--- src/rtl/decode_pkg.sv ---
// Shared definitions for the MIPS decode stage: opcodes, ALU op classes,
// the control-bit bundle and the opcode decode table.
package decode_pkg;

  localparam logic [5:0] OP_RTYPE = 6'b000000;
  localparam logic [5:0] OP_LW    = 6'b100011;
  localparam logic [5:0] OP_SW    = 6'b101011;
  localparam logic [5:0] OP_BEQ   = 6'b000100;
  localparam logic [5:0] OP_ADDI  = 6'b001000;

  localparam logic [1:0] ALUOP_ADD   = 2'b00;
  localparam logic [1:0] ALUOP_SUB   = 2'b01;
  localparam logic [1:0] ALUOP_RTYPE = 2'b10;

  typedef struct packed {
    logic       regdst;
    logic       alusrc;
    logic       branch;
    logic       memread;
    logic       memwrite;
    logic       memtoreg;
    logic       regwrite;
    logic [1:0] aluop;
    logic       illegal;
  } ctrl_t;

  function automatic ctrl_t decode_op(input logic [5:0] opcode);
    ctrl_t c;
    c = '0;
    case (opcode)
      OP_RTYPE: begin
        c.regdst   = 1'b1;
        c.regwrite = 1'b1;
        c.aluop    = ALUOP_RTYPE;
      end
      OP_LW: begin
        c.alusrc   = 1'b1;
        c.memread  = 1'b1;
        c.memtoreg = 1'b1;
        c.regwrite = 1'b1;
        c.aluop    = ALUOP_ADD;
      end
      OP_SW: begin
        c.alusrc   = 1'b1;
        c.memwrite = 1'b1;
        c.aluop    = ALUOP_ADD;
      end
      OP_BEQ: begin
        c.branch = 1'b1;
        c.aluop  = ALUOP_SUB;
      end
      OP_ADDI: begin
        c.alusrc   = 1'b1;
        c.regwrite = 1'b1;
        c.aluop    = ALUOP_ADD;
      end
      default: c.illegal = 1'b1;
    endcase
    return c;
  endfunction

endpackage

--- src/rtl/decode_pipe_regfile.sv ---
// Architectural register file: two read ports, one write port, register 0
// hardwired to zero, and write-first bypass on both read ports.
module regfile_bypass
  import decode_pkg::*;
#(
  parameter  int DATA_W   = 32,
  parameter  int NUM_REGS = 32,
  localparam int AW       = $clog2(NUM_REGS)
) (
  input  logic              clk_i,
  input  logic              rst_ni,
  input  logic              we_i,
  input  logic [AW-1:0]     waddr_i,
  input  logic [DATA_W-1:0] wdata_i,
  input  logic [AW-1:0]     raddr_a_i,
  output logic [DATA_W-1:0] rdata_a_o,
  input  logic [AW-1:0]     raddr_b_i,
  output logic [DATA_W-1:0] rdata_b_o
);

  logic [DATA_W-1:0] regs_q [NUM_REGS];
  logic              wr_hit;

  assign wr_hit = we_i && (waddr_i != '0) && (int'(waddr_i) < NUM_REGS);

  always_ff @(posedge clk_i or negedge rst_ni) begin
    if (!rst_ni) begin
      for (int i = 0; i < NUM_REGS; i++) regs_q[i] <= '0;
    end else if (wr_hit) begin
      regs_q[waddr_i] <= wdata_i;
    end
  end

  // A write landing this edge is visible to a read in the same cycle.
  function automatic logic [DATA_W-1:0] read_port(input logic [AW-1:0] addr);
    if (addr == '0 || int'(addr) >= NUM_REGS) return '0;
    if (wr_hit && addr == waddr_i) return wdata_i;
    return regs_q[addr];
  endfunction

  assign rdata_a_o = read_port(raddr_a_i);
  assign rdata_b_o = read_port(raddr_b_i);

endmodule

--- src/rtl/decode_pipe.sv ---
// MIPS instruction-decode stage with ID/EX pipeline register, valid/ready
// handshake, load-use bubble, branch flush and held-operand refresh.
module decode_pipe
  import decode_pkg::*;
#(
  parameter  int DATA_W   = 32,
  parameter  int NUM_REGS = 32,
  parameter  int PC_W     = 32,
  localparam int REG_AW   = $clog2(NUM_REGS)
) (
  input  logic              i_clk,
  input  logic              i_rst_n,
  input  logic              i_valid,
  output logic              o_ready,
  input  logic [PC_W-1:0]   i_addr_NextPC,
  input  logic [31:0]       i_data_Instr,
  input  logic              i_flush,
  input  logic              i_con_RegWr,
  input  logic [REG_AW-1:0] i_addr_WrReg,
  input  logic [DATA_W-1:0] i_data_WrData,
  output logic              o_valid,
  input  logic              i_ready,
  output logic              o_con_ex_regdst,
  output logic              o_con_ex_alusrc,
  output logic              o_con_mem_branch,
  output logic              o_con_mem_memread,
  output logic              o_con_mem_memwrite,
  output logic              o_con_wb_memtoreg,
  output logic              o_con_wb_regwrite,
  output logic [1:0]        o_con_ex_aluop,
  output logic              o_illegal,
  output logic [PC_W-1:0]   o_addr_NextPC,
  output logic [DATA_W-1:0] o_data_rs,
  output logic [DATA_W-1:0] o_data_rt,
  output logic [DATA_W-1:0] o_data_SignExt,
  output logic [REG_AW-1:0] o_addr_rs,
  output logic [REG_AW-1:0] o_addr_rt,
  output logic [REG_AW-1:0] o_addr_rd
);

  logic [5:0]        opcode;
  logic [REG_AW-1:0] rs_in, rt_in, rd_in;
  logic [DATA_W-1:0] rs_rd, rt_rd, sext_in;
  ctrl_t             ctrl_in;
  logic              uses_rt, adv, hazard, wb_hit;

  logic              valid_q, valid_d;
  ctrl_t             ctrl_q, ctrl_d;
  logic [PC_W-1:0]   npc_q, npc_d;
  logic [DATA_W-1:0] rs_data_q, rs_data_d, rt_data_q, rt_data_d, sext_q, sext_d;
  logic [REG_AW-1:0] rs_addr_q, rs_addr_d, rt_addr_q, rt_addr_d, rd_addr_q, rd_addr_d;

  assign opcode  = i_data_Instr[31:26];
  assign rs_in   = i_data_Instr[21 +: REG_AW];
  assign rt_in   = i_data_Instr[16 +: REG_AW];
  assign rd_in   = i_data_Instr[11 +: REG_AW];
  assign sext_in = {{(DATA_W-16){i_data_Instr[15]}}, i_data_Instr[15:0]};
  assign ctrl_in = decode_op(opcode);
  assign uses_rt = (opcode == OP_RTYPE) || (opcode == OP_SW) || (opcode == OP_BEQ);
  assign wb_hit  = i_con_RegWr && (i_addr_WrReg != '0);

  regfile_bypass #(
    .DATA_W  (DATA_W),
    .NUM_REGS(NUM_REGS)
  ) u_regfile (
    .clk_i    (i_clk),
    .rst_ni   (i_rst_n),
    .we_i     (i_con_RegWr),
    .waddr_i  (i_addr_WrReg),
    .wdata_i  (i_data_WrData),
    .raddr_a_i(rs_in),
    .rdata_a_o(rs_rd),
    .raddr_b_i(rt_in),
    .rdata_b_o(rt_rd)
  );

  // A load in ID/EX whose destination feeds the incoming instruction forces a bubble.
  assign adv    = i_ready || !valid_q;
  assign hazard = i_valid && valid_q && ctrl_q.memread && (rt_addr_q != '0) &&
                  ((rt_addr_q == rs_in) || (uses_rt && (rt_addr_q == rt_in)));
  assign o_ready = i_rst_n && (i_flush || (adv && !hazard));

  always_comb begin
    valid_d   = valid_q;
    ctrl_d    = ctrl_q;
    npc_d     = npc_q;
    rs_data_d = rs_data_q;
    rt_data_d = rt_data_q;
    sext_d    = sext_q;
    rs_addr_d = rs_addr_q;
    rt_addr_d = rt_addr_q;
    rd_addr_d = rd_addr_q;
    if (i_flush) begin
      valid_d = 1'b0;
      ctrl_d  = '0;
    end else if (!adv) begin
      // Keep a stalled instruction's operands current with retiring writes.
      if (valid_q && wb_hit && rs_addr_q != '0 && i_addr_WrReg == rs_addr_q) rs_data_d = i_data_WrData;
      if (valid_q && wb_hit && rt_addr_q != '0 && i_addr_WrReg == rt_addr_q) rt_data_d = i_data_WrData;
    end else if (hazard) begin
      valid_d = 1'b0;
      ctrl_d  = '0;
    end else begin
      valid_d   = i_valid;
      ctrl_d    = i_valid ? ctrl_in : '0;
      npc_d     = i_addr_NextPC;
      rs_data_d = rs_rd;
      rt_data_d = rt_rd;
      sext_d    = sext_in;
      rs_addr_d = rs_in;
      rt_addr_d = rt_in;
      rd_addr_d = rd_in;
    end
  end

  always_ff @(posedge i_clk or negedge i_rst_n) begin
    if (!i_rst_n) begin
      valid_q   <= 1'b0;
      ctrl_q    <= '0;
      npc_q     <= '0;
      rs_data_q <= '0;
      rt_data_q <= '0;
      sext_q    <= '0;
      rs_addr_q <= '0;
      rt_addr_q <= '0;
      rd_addr_q <= '0;
    end else begin
      valid_q   <= valid_d;
      ctrl_q    <= ctrl_d;
      npc_q     <= npc_d;
      rs_data_q <= rs_data_d;
      rt_data_q <= rt_data_d;
      sext_q    <= sext_d;
      rs_addr_q <= rs_addr_d;
      rt_addr_q <= rt_addr_d;
      rd_addr_q <= rd_addr_d;
    end
  end

  assign o_valid            = valid_q;
  assign o_con_ex_regdst    = ctrl_q.regdst;
  assign o_con_ex_alusrc    = ctrl_q.alusrc;
  assign o_con_mem_branch   = ctrl_q.branch;
  assign o_con_mem_memread  = ctrl_q.memread;
  assign o_con_mem_memwrite = ctrl_q.memwrite;
  assign o_con_wb_memtoreg  = ctrl_q.memtoreg;
  assign o_con_wb_regwrite  = ctrl_q.regwrite;
  assign o_con_ex_aluop     = ctrl_q.aluop;
  assign o_illegal          = ctrl_q.illegal;
  assign o_addr_NextPC      = npc_q;
  assign o_data_rs          = rs_data_q;
  assign o_data_rt          = rt_data_q;
  assign o_data_SignExt     = sext_q;
  assign o_addr_rs          = rs_addr_q;
  assign o_addr_rt          = rt_addr_q;
  assign o_addr_rd          = rd_addr_q;

endmodule

--- config.mk ---
export PLATFORM = sky130hd
export DESIGN_NAME = decode_pipe
export DESIGN_NICKNAME = d
export VERILOG_FILES = /design/src/rtl/decode_pkg.sv /design/src/rtl/decode_pipe_regfile.sv /design/src/rtl/decode_pipe.sv
export SDC_FILE = /design/constraint.sdc
export NUM_CORES = 2
export LEC_CHECK = 0
export ABC_AREA = 1
export CORE_MARGIN = 1.5
export CORE_UTILIZATION = 45
export DETAILED_ROUTE_END_ITERATION = 16
export GPL_ROUTABILITY_DRIVEN = 0
export PLACE_DENSITY = 0.59
export SETUP_SLACK_MARGIN = 0.15
export SKIP_CTS_REPAIR_TIMING = 1
export SLEW_MARGIN = 10
export SYNTH_ARGS = -nofsm -noshare
export SYNTH_HDL_FRONTEND = slang
export SYNTH_HIERARCHICAL = 1
export SYNTH_SLANG_ARGS = --single-unit
--- constraint.sdc ---
create_clock -name i_clk -period 2.7 [get_ports i_clk]
set_input_delay 0.27 -clock i_clk [delete_from_list [all_inputs] [get_ports i_clk]]
set_output_delay 0.27 -clock i_clk [all_outputs]
set_load 0.05 [all_outputs]
==> reports/qor.yml <==
run_status:
  status: "finished clean"
pwr:
  power.leakage_uw: 0.0367
  clockPowerShare_pct: 34.5
  switchingPower_uw: 17700
  peakVddDrop_uv: 530
  p_comb_share_pct: 23.1
  powerDensity_nw_per_um2: 704
  power.total_uw: 53300
  seqPwrFrac_pct: 42.4
  swShare_pct: 33.2
  p_int_uw: 35600
grt:
  grt_pass1_wl_um: 391000
  grt_overflow: 0
  antenna_found_initial: 2
  grt_max_degree: 139
  grtUsageTotal_pct: 35.3
  grt_pass1_vias: 60959
floorplan:
  row_count: 138
  fp.dieArea_um2: 146000
  start_util_pct: 45.5
  die_h_um: 382
  die_x_um: 382
  core_um2: 142000
  ios: 262
yosys:
  synth-seq-cells: 1155
  synth-simple-area-share_pct: 29.9
  synthMuxAreaShare_pct: 0
  synth_cell_types: 33
  yosysSeqAreaShare_pct: 44.8
  synth_cells: 9282
  yosysTopAreaCellShare_pct: 44.8
  synth-compound-area-share_pct: 15.9
  synthesis.nets: 9389
  synth_area_per_cell_um2: 6.96
  synthXorXnorAreaFrac_pct: 0.325
  synth_fa_ha_area_share_pct: 0
  yosys.area.top_type: "dfrtp_1"
  synthTopCellsByArea: "dfrtp_1, nand2_1, o21ai_0, nand3_1, inv_1"
  netlist_area_um2: 64600
  synth_top_family_by_area: "simple AND/OR/NAND/NOR gates"
  yosys_warnings: 6
timing:
  fin_crit_ns: 2.57
  rsz0062_at_grt: "true"
  tightest_slew_ns: 0.907
  slew_headroom_pct: 39.5
  finalWorstSetupSlack_ns: 0.126
  finalSetupTns_ns: 0
  setup_viol_count_final: 0
  slew_violations: 0
  clock_skew_ns: 0.0223
  period_share_pct: 95.3
  fmax_mhz: 388
  hold_viol_final: 0
layout:
  fin_area_um2: 75600
  drive_above_1_share_pct: 7.76
  final_nets: 9353
  diodes: 0
  area_delta_synth_final_pct: 17.1
drt:
  drtIter0Drc: 7886
  routed_wirelength_um: 260000
  avgViaCountPerCell: 5.77
  drc: 0
  vias: 64879
  firstDrtPassIters: 8
  ant_nets: 0
  routedWlPerCell_um: 23.1
placed_design:
  placed_area_um2: 71100
  pre_cts_slack_ns: 0.186
  hpwl_um: 155000
  port_buffers: 261
setup_path:
  rrSetupSlack_ns: 0.74
  cp-start-kind: "register"
  path_class: "register to primary output"
  worstReg2RegStart: "u_regfile/regs_q[756]"
  crit_path_start: "o_addr_rt[3]"
  arrival_ns: 2.30
  cp_data_required_time_ns: 2.43
  rr_worst_depth: 11
  path_max_fanout: 9
  r2r-end: "o_data_rt[20]"
  end_kind: "primary output"
clock_tree:
  cts_tree: "built"
  clk_pin_slew_ns: 0.06
  cts_buffers: 138
  clk_latency_ns: 0.78
  clock-root-buffer: "clkbuf_16"
  clock-sinks: 1155
  clk_path_buf_depth: 3
  cts.htree.levels: 4
job:
  max-cap-violations: 0
min_path:
  hold_path.class: "input port to async pin"
-- area by class of cell --
| type | count | area (um2) |
|---|---|---|
| Tap cell | 1890 | 2360 |
| Multi-Input combinational cell | 6630 | 30000 |
| Clock buffer | 217 | 4230 |
| Inverter | 695 | 2640 |
| Sequential cell | 1155 | 28900 |
| Timing Repair Buffer | 626 | 7310 |
| Clock inverter | 25 | 170 |
| Fill cell | 13814 | 66300 |
-- per-layer routing --
metal | part of all wire, % | routed length, um | global-route usage (%)
met5 | 0 | 0 | 0
met4 | 6.8 | 17700 | 21.6
met3 | 8.5 | 22100 | 5.13
met2 | 44 | 116000 | 54.7
met1 | 40 | 104000 | 46.6
-- cells in the mapped netlist, drive strengths merged --
cell type	number
nand2	3045
o21ai	1461
dfrtp	1155
nand3	1058
inv	695
clkbuf	598
nor2	392
a21oi	271
o211ai	214
buf	204
or2	75
nand4	68
nor3	17
xnor2	12
xor2	12
a21boi	1
and2	1
nand3b	1
nor4	1
o21bai	1
-- registers in the layout, summed over array words and instances, names as in the netlist --
signal,count
o_con_ex_alusrc,1
o_data_SignExt,16
o_con_mem_branch,1
o_data_rt,32
o_illegal,1
o_con_mem_memread,1
o_addr_NextPC,32
o_con_wb_regwrite,1
u_regfile/regs_q,1024
o_addr_rs,5
o_con_ex_regdst,1
o_data_rs,32
o_con_ex_aluop,1
o_valid,1
o_addr_rt,5
o_con_mem_memwrite,1
-- worst max-delay path: stages, from the launching register on --
cell and delay [ns]:
dfrtp_2 0.47, xor2_1 0.18, nor2_1 0.13, nand2_1 0.08, o21ai_2 0.20, nand2_4 0.13, nand2_1 0.10, a21boi_2 0.08
buf_12 0.16
-- cell families (layout without fill, tap and decap cells) --
kind of cell | after synthesis | after routing
AOI/OAI and AO/OA | 1948 | 1948
xor gates and xnor gates | 24 | 24
buffers and inverters | 1497 | 1563
DFF | 1155 | 1155
and+or+nand+nor | 4658 | 4658
-- worst max path at each step --
stage	slack (ns)	depth (start not counted)	endpoint
floorplan	0.30	8	o_ready
global placement	0.14	13	o_data_rs[30]
detailed placement	0.19	13	o_data_rs[23]
CTS	-0.08	8	o_ready
global route	0.01	8	o_ready
finish	0.13	8	o_ready
-- cell usage in the layout, fill, tap and decap left out, types with 39 or more instances in the layout --
cell type / n
nor2_1: 383
nand4_1: 68
o21ai_0: 1416
clkdlybuf4s50_1: 231
o211ai_1: 214
clkbuf_1: 39
clkbuf_16: 145
nand2_1: 3016
buf_4: 212
dfrtp_1: 1150
buf_12: 152
nand3_1: 1056
o21ai_1: 44
inv_1: 676
a21oi_1: 271
or2_2: 75
-- stage by stage --
step                utilization, %  hold WS, ns  std cells
global route                  53.3       0.0217      11238
detailed placement            50.1        0.191      10987
floorplan                        -      -0.0256       9282
CTS                           53.2       -0.638      11229
finish                        53.3      0.00684      11238
global placement              50.1        0.187      10987
-- power by group through the flow --
| stage | sequential [uW] | clock (uW) | combinational, uW |
|---|---|---|---|
| 2_1_floorplan | 23200 | 0 | 7140 |
| 3_3_place_gp | 22700 | 0 | 11900 |
| 3_5_place_dp | 22700 | 0 | 12200 |
| 4_1_cts | 22500 | 18700 | 12200 |
| 5_1_grt | 22900 | 19300 | 13800 |
| 6_report | 22600 | 18400 | 12300 |
Power figures use the tool's default switching activity.
